File: config.mk
export PLATFORM = sky130hd
export DESIGN_NAME = uart_tx_engine
export DESIGN_NICKNAME = d
export VERILOG_FILES = /design/src/rtl/uart_tx_engine_pkg.sv /design/src/rtl/uart_tx_fsm_gen.sv /design/src/rtl/uart_tx_engine.sv
export SDC_FILE = /design/constraint.sdc
export NUM_CORES = 1
export LEC_CHECK = 0
export ABC_AREA = 1
export CORE_UTILIZATION = 45
export CTS_BUF_LIST = sky130_fd_sc_hd__clkbuf_16
export CTS_CLUSTER_DIAMETER = 40
export DETAILED_ROUTE_END_ITERATION = 7
export GPL_ROUTABILITY_DRIVEN = 0
export PLACE_DENSITY = 0.82
export SLEW_MARGIN = 20
export SYNTH_ARGS = -nofsm -noshare
export SYNTH_HDL_FRONTEND = slang
export SYNTH_SLANG_ARGS = --single-unit
export TNS_END_PERCENT = 50
File: constraint.sdc
create_clock -name clk -period 1.8 [get_ports clk]
set_input_delay 0.27 -clock clk [delete_from_list [all_inputs] [get_ports clk]]
set_output_delay 0.27 -clock clk [all_outputs]
set_load 0.05 [all_outputs]
File: src/rtl/uart_tx_engine_pkg.sv
// Shared types and limits for the UART transmit path.
package uart_types;

  localparam int unsigned DATA_BITS_MIN = 5;
  localparam int unsigned DATA_BITS_MAX = 9;

  typedef enum logic [2:0] {
    IDLE,
    START_BIT,
    DATA_BITS,
    PARITY_BIT,
    STOP_BIT
  } uart_tx_state_t;

  typedef enum logic [1:0] {
    PAR_NONE = 2'd0,
    PAR_EVEN = 2'd1,
    PAR_ODD  = 2'd2
  } uart_parity_t;

  // The reserved encoding 3 behaves exactly like "no parity".
  function automatic uart_parity_t decode_parity(input logic [1:0] mode);
    case (mode)
      2'd1:    return PAR_EVEN;
      2'd2:    return PAR_ODD;
      default: return PAR_NONE;
    endcase
  endfunction

endpackage

File: src/rtl/uart_tx_fsm_gen.sv
// Frame sequencer: state register, data-bit and stop-bit counters.
module uart_tx_fsm_gen
  import uart_types::*;
#(
  parameter int unsigned DATA_BITS = 8
) (
  input  logic           clk,
  input  logic           rst_n,
  input  logic           baud_tick_i,
  input  logic           accept_i,
  input  logic           parity_en_i,
  input  logic           stop2_i,
  output uart_tx_state_t state_o,
  output uart_tx_state_t state_d_o,
  output logic           shift_en_o,
  output logic           tx_done_o
);

  localparam int unsigned         CNT_W    = $clog2(DATA_BITS);
  localparam logic [CNT_W-1:0]    LAST_BIT = CNT_W'(DATA_BITS - 1);

  uart_tx_state_t   state_q, state_d;
  logic [CNT_W-1:0] bit_cnt_q, bit_cnt_d;
  logic             stop_cnt_q, stop_cnt_d;
  logic             done_q, done_d;

  // Next-state logic; everything except the accept step waits for a baud tick.
  always_comb begin
    state_d    = state_q;
    bit_cnt_d  = bit_cnt_q;
    stop_cnt_d = stop_cnt_q;
    shift_en_o = 1'b0;
    done_d     = 1'b0;
    unique case (state_q)
      IDLE: begin
        if (accept_i) state_d = START_BIT;
      end
      START_BIT: begin
        if (baud_tick_i) begin
          state_d   = uart_types::DATA_BITS;
          bit_cnt_d = '0;
        end
      end
      uart_types::DATA_BITS: begin
        if (baud_tick_i) begin
          if (bit_cnt_q == LAST_BIT) begin
            state_d    = parity_en_i ? PARITY_BIT : STOP_BIT;
            stop_cnt_d = 1'b0;
          end else begin
            shift_en_o = 1'b1;
            bit_cnt_d  = bit_cnt_q + 1'b1;
          end
        end
      end
      PARITY_BIT: begin
        if (baud_tick_i) begin
          state_d    = STOP_BIT;
          stop_cnt_d = 1'b0;
        end
      end
      STOP_BIT: begin
        if (baud_tick_i) begin
          if (stop2_i && !stop_cnt_q) begin
            stop_cnt_d = 1'b1;
          end else begin
            state_d    = IDLE;
            stop_cnt_d = 1'b0;
            done_d     = 1'b1;
          end
        end
      end
      default: state_d = IDLE;
    endcase
  end

  // Sequencer state and the registered completion pulse.
  always_ff @(posedge clk or negedge rst_n) begin
    if (!rst_n) begin
      state_q    <= IDLE;
      bit_cnt_q  <= '0;
      stop_cnt_q <= 1'b0;
      done_q     <= 1'b0;
    end else begin
      state_q    <= state_d;
      bit_cnt_q  <= bit_cnt_d;
      stop_cnt_q <= stop_cnt_d;
      done_q     <= done_d;
    end
  end

  assign state_o   = state_q;
  assign state_d_o = state_d;
  assign tx_done_o = done_q;

endmodule

File: src/rtl/uart_tx_engine.sv
// Parametrised UART transmitter: handshake, shift register, parity and line driver.
module uart_tx_engine
  import uart_types::*;
#(
  parameter int unsigned DATA_BITS  = 8,
  parameter logic        IDLE_LEVEL = 1'b1
) (
  input  logic                 clk,
  input  logic                 rst_n,
  input  logic                 baud_tick,
  input  logic [DATA_BITS-1:0] tx_data,
  input  logic                 tx_valid,
  output logic                 tx_ready,
  input  logic [1:0]           parity_mode,
  input  logic                 stop2,
  output logic                 txd,
  output logic                 tx_busy,
  output logic                 tx_done,
  output uart_tx_state_t       state
);

  if (DATA_BITS < DATA_BITS_MIN || DATA_BITS > DATA_BITS_MAX) begin : g_bad_width
    $error("uart_tx_engine: DATA_BITS must lie in 5..9");
  end

  uart_tx_state_t       state_d;
  logic                 shift_en;
  logic                 accept;
  uart_parity_t         par_sel;
  logic [DATA_BITS-1:0] shift_q, shift_d;
  logic                 par_q, par_d;
  logic                 parity_en_q, parity_en_d;
  logic                 stop2_q, stop2_d;
  logic                 txd_q, txd_d;

  assign accept  = tx_valid && tx_ready;
  assign par_sel = decode_parity(parity_mode);

  uart_tx_fsm_gen #(
    .DATA_BITS (DATA_BITS)
  ) u_fsm (
    .clk         (clk),
    .rst_n       (rst_n),
    .baud_tick_i (baud_tick),
    .accept_i    (accept),
    .parity_en_i (parity_en_q),
    .stop2_i     (stop2_q),
    .state_o     (state),
    .state_d_o   (state_d),
    .shift_en_o  (shift_en),
    .tx_done_o   (tx_done)
  );

  // Latch payload and frame config on accept; shift while data bits go out.
  // txd is derived from the next state so the line changes on the same edge as the FSM.
  always_comb begin
    shift_d     = shift_q;
    par_d       = par_q;
    parity_en_d = parity_en_q;
    stop2_d     = stop2_q;
    if (accept) begin
      shift_d     = tx_data;
      par_d       = (par_sel == PAR_ODD) ? ~(^tx_data) : (^tx_data);
      parity_en_d = (par_sel != PAR_NONE);
      stop2_d     = stop2;
    end else if (shift_en) begin
      shift_d = shift_q >> 1;
    end
    unique case (state_d)
      START_BIT:             txd_d = 1'b0;
      uart_types::DATA_BITS: txd_d = shift_d[0];
      PARITY_BIT:            txd_d = par_q;
      default:               txd_d = IDLE_LEVEL;
    endcase
  end

  // Datapath registers; txd falls back to the idle level the moment reset asserts.
  always_ff @(posedge clk or negedge rst_n) begin
    if (!rst_n) begin
      shift_q     <= '0;
      par_q       <= 1'b0;
      parity_en_q <= 1'b0;
      stop2_q     <= 1'b0;
      txd_q       <= IDLE_LEVEL;
    end else begin
      shift_q     <= shift_d;
      par_q       <= par_d;
      parity_en_q <= parity_en_d;
      stop2_q     <= stop2_d;
      txd_q       <= txd_d;
    end
  end

  assign txd      = txd_q;
  assign tx_ready = (state == IDLE);
  assign tx_busy  = (state != IDLE);

endmodule

Yosys cells after proc, flatten, opt, wreduce, memory -nomap -nowiden:

Index checks and enable logic that the tools add are counted.

* flip-flop bits (word level): 20
* input port bits: 15
* output and inout port bits: 7
* logic and storage cells: 71

* add/sub/neg operators: 1
* equality and inequality tests: 17
* mux-type cells: 30
* bitwise gates (word level): 1
* reduce and logical (&&, ||, !) cells: 12

Operators by type and width (count)
* 3-bit two-way mux: 11
* 8-bit two-way mux: 2
* 3-bit one-hot mux with 5 select lines: 1
* 3-bit by 2-bit equality test with 1-bit output (second input constant): 4
* 1-bit two-way mux: 12
* 2-bit != test (second input constant): 5
* 8-bit parity: 1
* 3-bit by 1-bit equality test with 1-bit output (second input constant): 2
* 3-bit equality test (second input constant): 2
* 1-bit one-hot mux with 3 select lines: 2
* 3-bit one-hot mux with 2 select lines: 1
* 2-bit nonzero test: 3
* 3-bit nonzero test: 2
* 5-bit AND reduction: 1
* 2-bit equality test (second input constant): 2
* 2-bit one-hot mux with 2 select lines: 1
* 4-bit AND reduction: 1
* 3-bit by 1-bit adder with 3-bit output (second input constant): 1
* 3-bit logical NOT: 1
* 2-bit by 1-bit equality test with 1-bit output (second input constant): 1
* 1-bit logical AND: 2
* 2-bit by 1-bit != test with 1-bit output (second input constant): 1
* 1-bit logical NOT: 1
* 1-bit NOT: 1

Logic depth before layout (Yosys ltp):

* word-level depth: 7
* mapped depth: 11
* gate-level depth less buffers: 11

Cells and area by module:

A second synthesis with hierarchy kept.

* cell total of the unflattened synthesis: 161
* area, all modules: 1239.9 um^2

Modules (own cells, without submodules)
* uart_tx_engine: times used 1, cells an instance 94, area an instance 728.2 um^2, seq. area each 301.5 um^2
* uart_tx_fsm_gen: times used 1, cells an instance 67, area an instance 511.7 um^2, seq. area each 200.2 um^2

Worst setup path after synthesis:

No wires, ideal clock.

* path type: flip-flop to output port
* start: reg u_fsm.state_q[1], in the netlist u_fsm.state_o[1]
* end: out tx_ready
* data arrival time: 1.600 ns
* data required time: 1.530 ns
* path slack: -0.070 ns
* stages on the path, launching flop included: 4
* path buffers: 0
* cells stage by stage: dfrtp_1 > nor2_2 > nand2_1 > inv_1

* word-level cells in the longest chain between the ends: 1

Ends and longest elaborated chain
* start, declared: line uart_tx_fsm_gen.sv:22 `uart_tx_state_t state_q, state_d;`
* start signal, assigned: line uart_tx_fsm_gen.sv:84 `state_q <= state_d;`
* 3-bit logical NOT: line uart_tx_engine.sv:95 `assign tx_ready = (state == IDLE);`
* end, declared: line uart_tx_engine.sv:13 `output logic tx_ready,`

Every way passes these cells.

Worst setup path in the final report:

* start: reg u_fsm.done_q, in the netlist u_fsm.tx_done_o
* end: out tx_done

RTL lines
* start, declared: line uart_tx_fsm_gen.sv:25 `logic done_q, done_d;`
* start signal, assigned: line uart_tx_fsm_gen.sv:87 `done_q <= done_d;`
* end, declared: line uart_tx_engine.sv:18 `output logic tx_done,`

No word-level cell between the ends.

==> metrics.txt <==
Rows=18; CP Data Arrival Time=1.36 ns; reg2reg path depth=8; Async S/R FF share, synth=100%; Finished Layout Cells=211; PnR Total Power=2.36 mW; setup bufs post-CTS=0; largest net degree at the start of global routing=13; RSZ-0062 raised after global routing=no; sequential fraction of the synthesis area=42.9%; synth warn=0; initial antenna violation count=0; commonest non-fill, non-tap cells in the layout=nand2_1 (50), inv_1 (27), dfrtp_1 (19); die area=2810 µm²; vias per cell=5.20; CP bufs+invs=1; placeable core area=2480 µm²; max FFs per register=8; share of layout cells above drive strength 1=16.0%; CP endpoint kind=output port; R2R Setup Slk=0.19 ns; CP Launch Type=flop; I/O Pins=22; Initial Util=47.2%; Port Buf Inserts=21; Post-Place Cells=207; vias=1098; vias in the first global route=1098; Fmax=613 MHz; reg2reg end=shift_q[4]$_DFFE_PN0P_; Clock Skew=0.00315 ns; dominant synthesized flop cell=dfrtp_1; commonest non-fill, non-tap cell in the layout=nand2_1; CTS tree=built; Max Cap Viol=0; Final nets=200; R2R Path Start=u_fsm.bit_cnt_q[0]$_DFFE_PN0P_; Yosys reg bits=20; Worst path max stage delay=0.79 ns; GRT overflow=0; Relative slew margins=67.1%; Max Buffers Root-to-Sink=2; Fin Hold WS=0.321 ns; Die Wd=53.0 µm; Mean Syn Cell Area=7.55 µm²; status=complete, no violations; htree depth=1; pwr/cell area=1570 nW/µm²; Sink Count=20; Worst Tran Pin Value=0.491 ns; max-slew violation count=0; Residual DRC=0; Chip Height=53.0 µm; DPL Wire Length=2020 µm; Hold Vio Cnt, Final=0; CTS Buf Count=3; Hold Crit Class=in2async; CP required=1.53 ns; CTS Hold Bufs=0; Mapped Nets=173; post-route clock period utilization=90.6%; clk slew on worst S/H paths=0.05 ns; Post-Syn Area=1170 µm²; Setup TNS Final=0 ns; Reg with most FFs=shift_q; maximum vdd drop=1.28 mV; Resized cells post-CTS=0; Tmin final=1.63 ns; Post-synth EDFFs=0; Filler Cells Inserted=235; Antenna diodes=0; WL per Instance=12.0 µm; crit path max fanout=1; first-pass GRT wire length=4330 µm; final core utilization=60.9%; critical path cell sequence=clkdlybuf4s50_1; CP max stage cell=clkdlybuf4s50_1; Yosys cell types=26; drt total wl=2530 µm; Cells after Synth=155; Setup Crit Path Kind=reg2out; Antenna Violating Nets Remaining=0; final setup fails=0; Largest delay share family, worst path=buffers and inverters; static leakage=0.802 nW; Worst-Skew Late Latency=0.25 ns; total global-route track usage=21.7%; first-pass detailed-route iteration total=6; area growth from synthesis to layout=28.9%; DR iter-0 viols=18; root buf cell=clkbuf_16
-- Yosys cell counts, types with 2 or more instances --
master     n  area [µm²]
a21oi_1    2        10.0
a22o_1     2        17.5
buf_4      2        15.0
dfrtp_1   19         475
ha_1       3        37.5
inv_1     27         101
inv_2      3        11.3
nand2_1   51         191
nand2_2    4        25.0
nand3_1   11        55.1
nand3_2    2        20.0
nor2_1     9        33.8
nor2_2     2        12.5
o211ai_1   2        15.0
o21ai_0    2        10.0
o221ai_1   4        35.0
-- area by class of cell --
cell class              count  area, µm²  share of cell area, %
clock buffers               3       75.1                   4.98
clock inverters             1       3.75                  0.249
inverters                  30        116                   7.72
multi-input cells         103        543                   36.0
flip-flops and latches     20        502                   33.3
well taps                  30       37.5                   2.49
repair buffers             24        230                   15.3
-- worst reg2reg max path: stages (launching register included) --
cell and delay [ns]:
dfrtp_1 0.39, ha_1 0.21, ha_1 0.21, nor2_2 0.19, nand2_4 0.11, nand2_2 0.14
inv_2 0.06, nand2_1 0.07, o221ai_1 0.10
-- metal layers --
metal  up-vias  part of all wire [%]  GRT usage, %
met2        37                    53          41.1
met5         -                     0             0
met4         0                   2.9          11.4
met1       513                    39          22.2
li1        539                     -             -
met3         9                   5.3          3.74
-- worst max path at each step --
stage                                   start                     end  slack (ns)  depth (start not counted)
5_1_grt        u_fsm.bit_cnt_q[0]$_DFFE_PN0P_           txd$_DFF_PN1_        0.05                         10
4_1_cts             u_fsm.tx_done_o$_DFF_PN0_                 tx_done        0.16                          1
3_3_place_gp                        baud_tick  shift_q[4]$_DFFE_PN0P_        0.20                          8
3_5_place_dp                   parity_mode[0]       par_q$_DFFE_PN0P_        0.14                         11
6_report            u_fsm.tx_done_o$_DFF_PN0_                 tx_done        0.17                          1
2_1_floorplan      u_fsm.state_o[1]$_DFF_PN0_                tx_ready        0.11                          3
-- cell families after synthesis --
kind of cell / synth area share (%)
AND/OR/NAND/NOR: 31.7
XOR/XNOR: 1.50
AO/OA/AOI/OAI: 9.84
adder cells (fa/ha/maj): 3.21
flip-flops: 42.9
buffers and inverters: 10.9
-- report_power, final --
| group | switching (mW) | internal (mW) | total, mW |
|---|---|---|---|
| Sequential | 0.124 | 0.646 | 0.769 |
| Clock | 0.155 | 0.295 | 0.450 |
| Combinational | 0.731 | 0.412 | 1.14 |
| Total | 1.01 | 1.35 | 2.36 |
-- metrics by stage --
stage / setup WS (ns) / area [µm²]
floorplan: 0.112 / 1180
global placement: 0.205 / 1430
detailed placement: 0.136 / 1430
CTS: 0.161 / 1510
global route: 0.0547 / 1510
finish: 0.169 / 1510
Note: power is estimated with default switching activity, not from simulation.
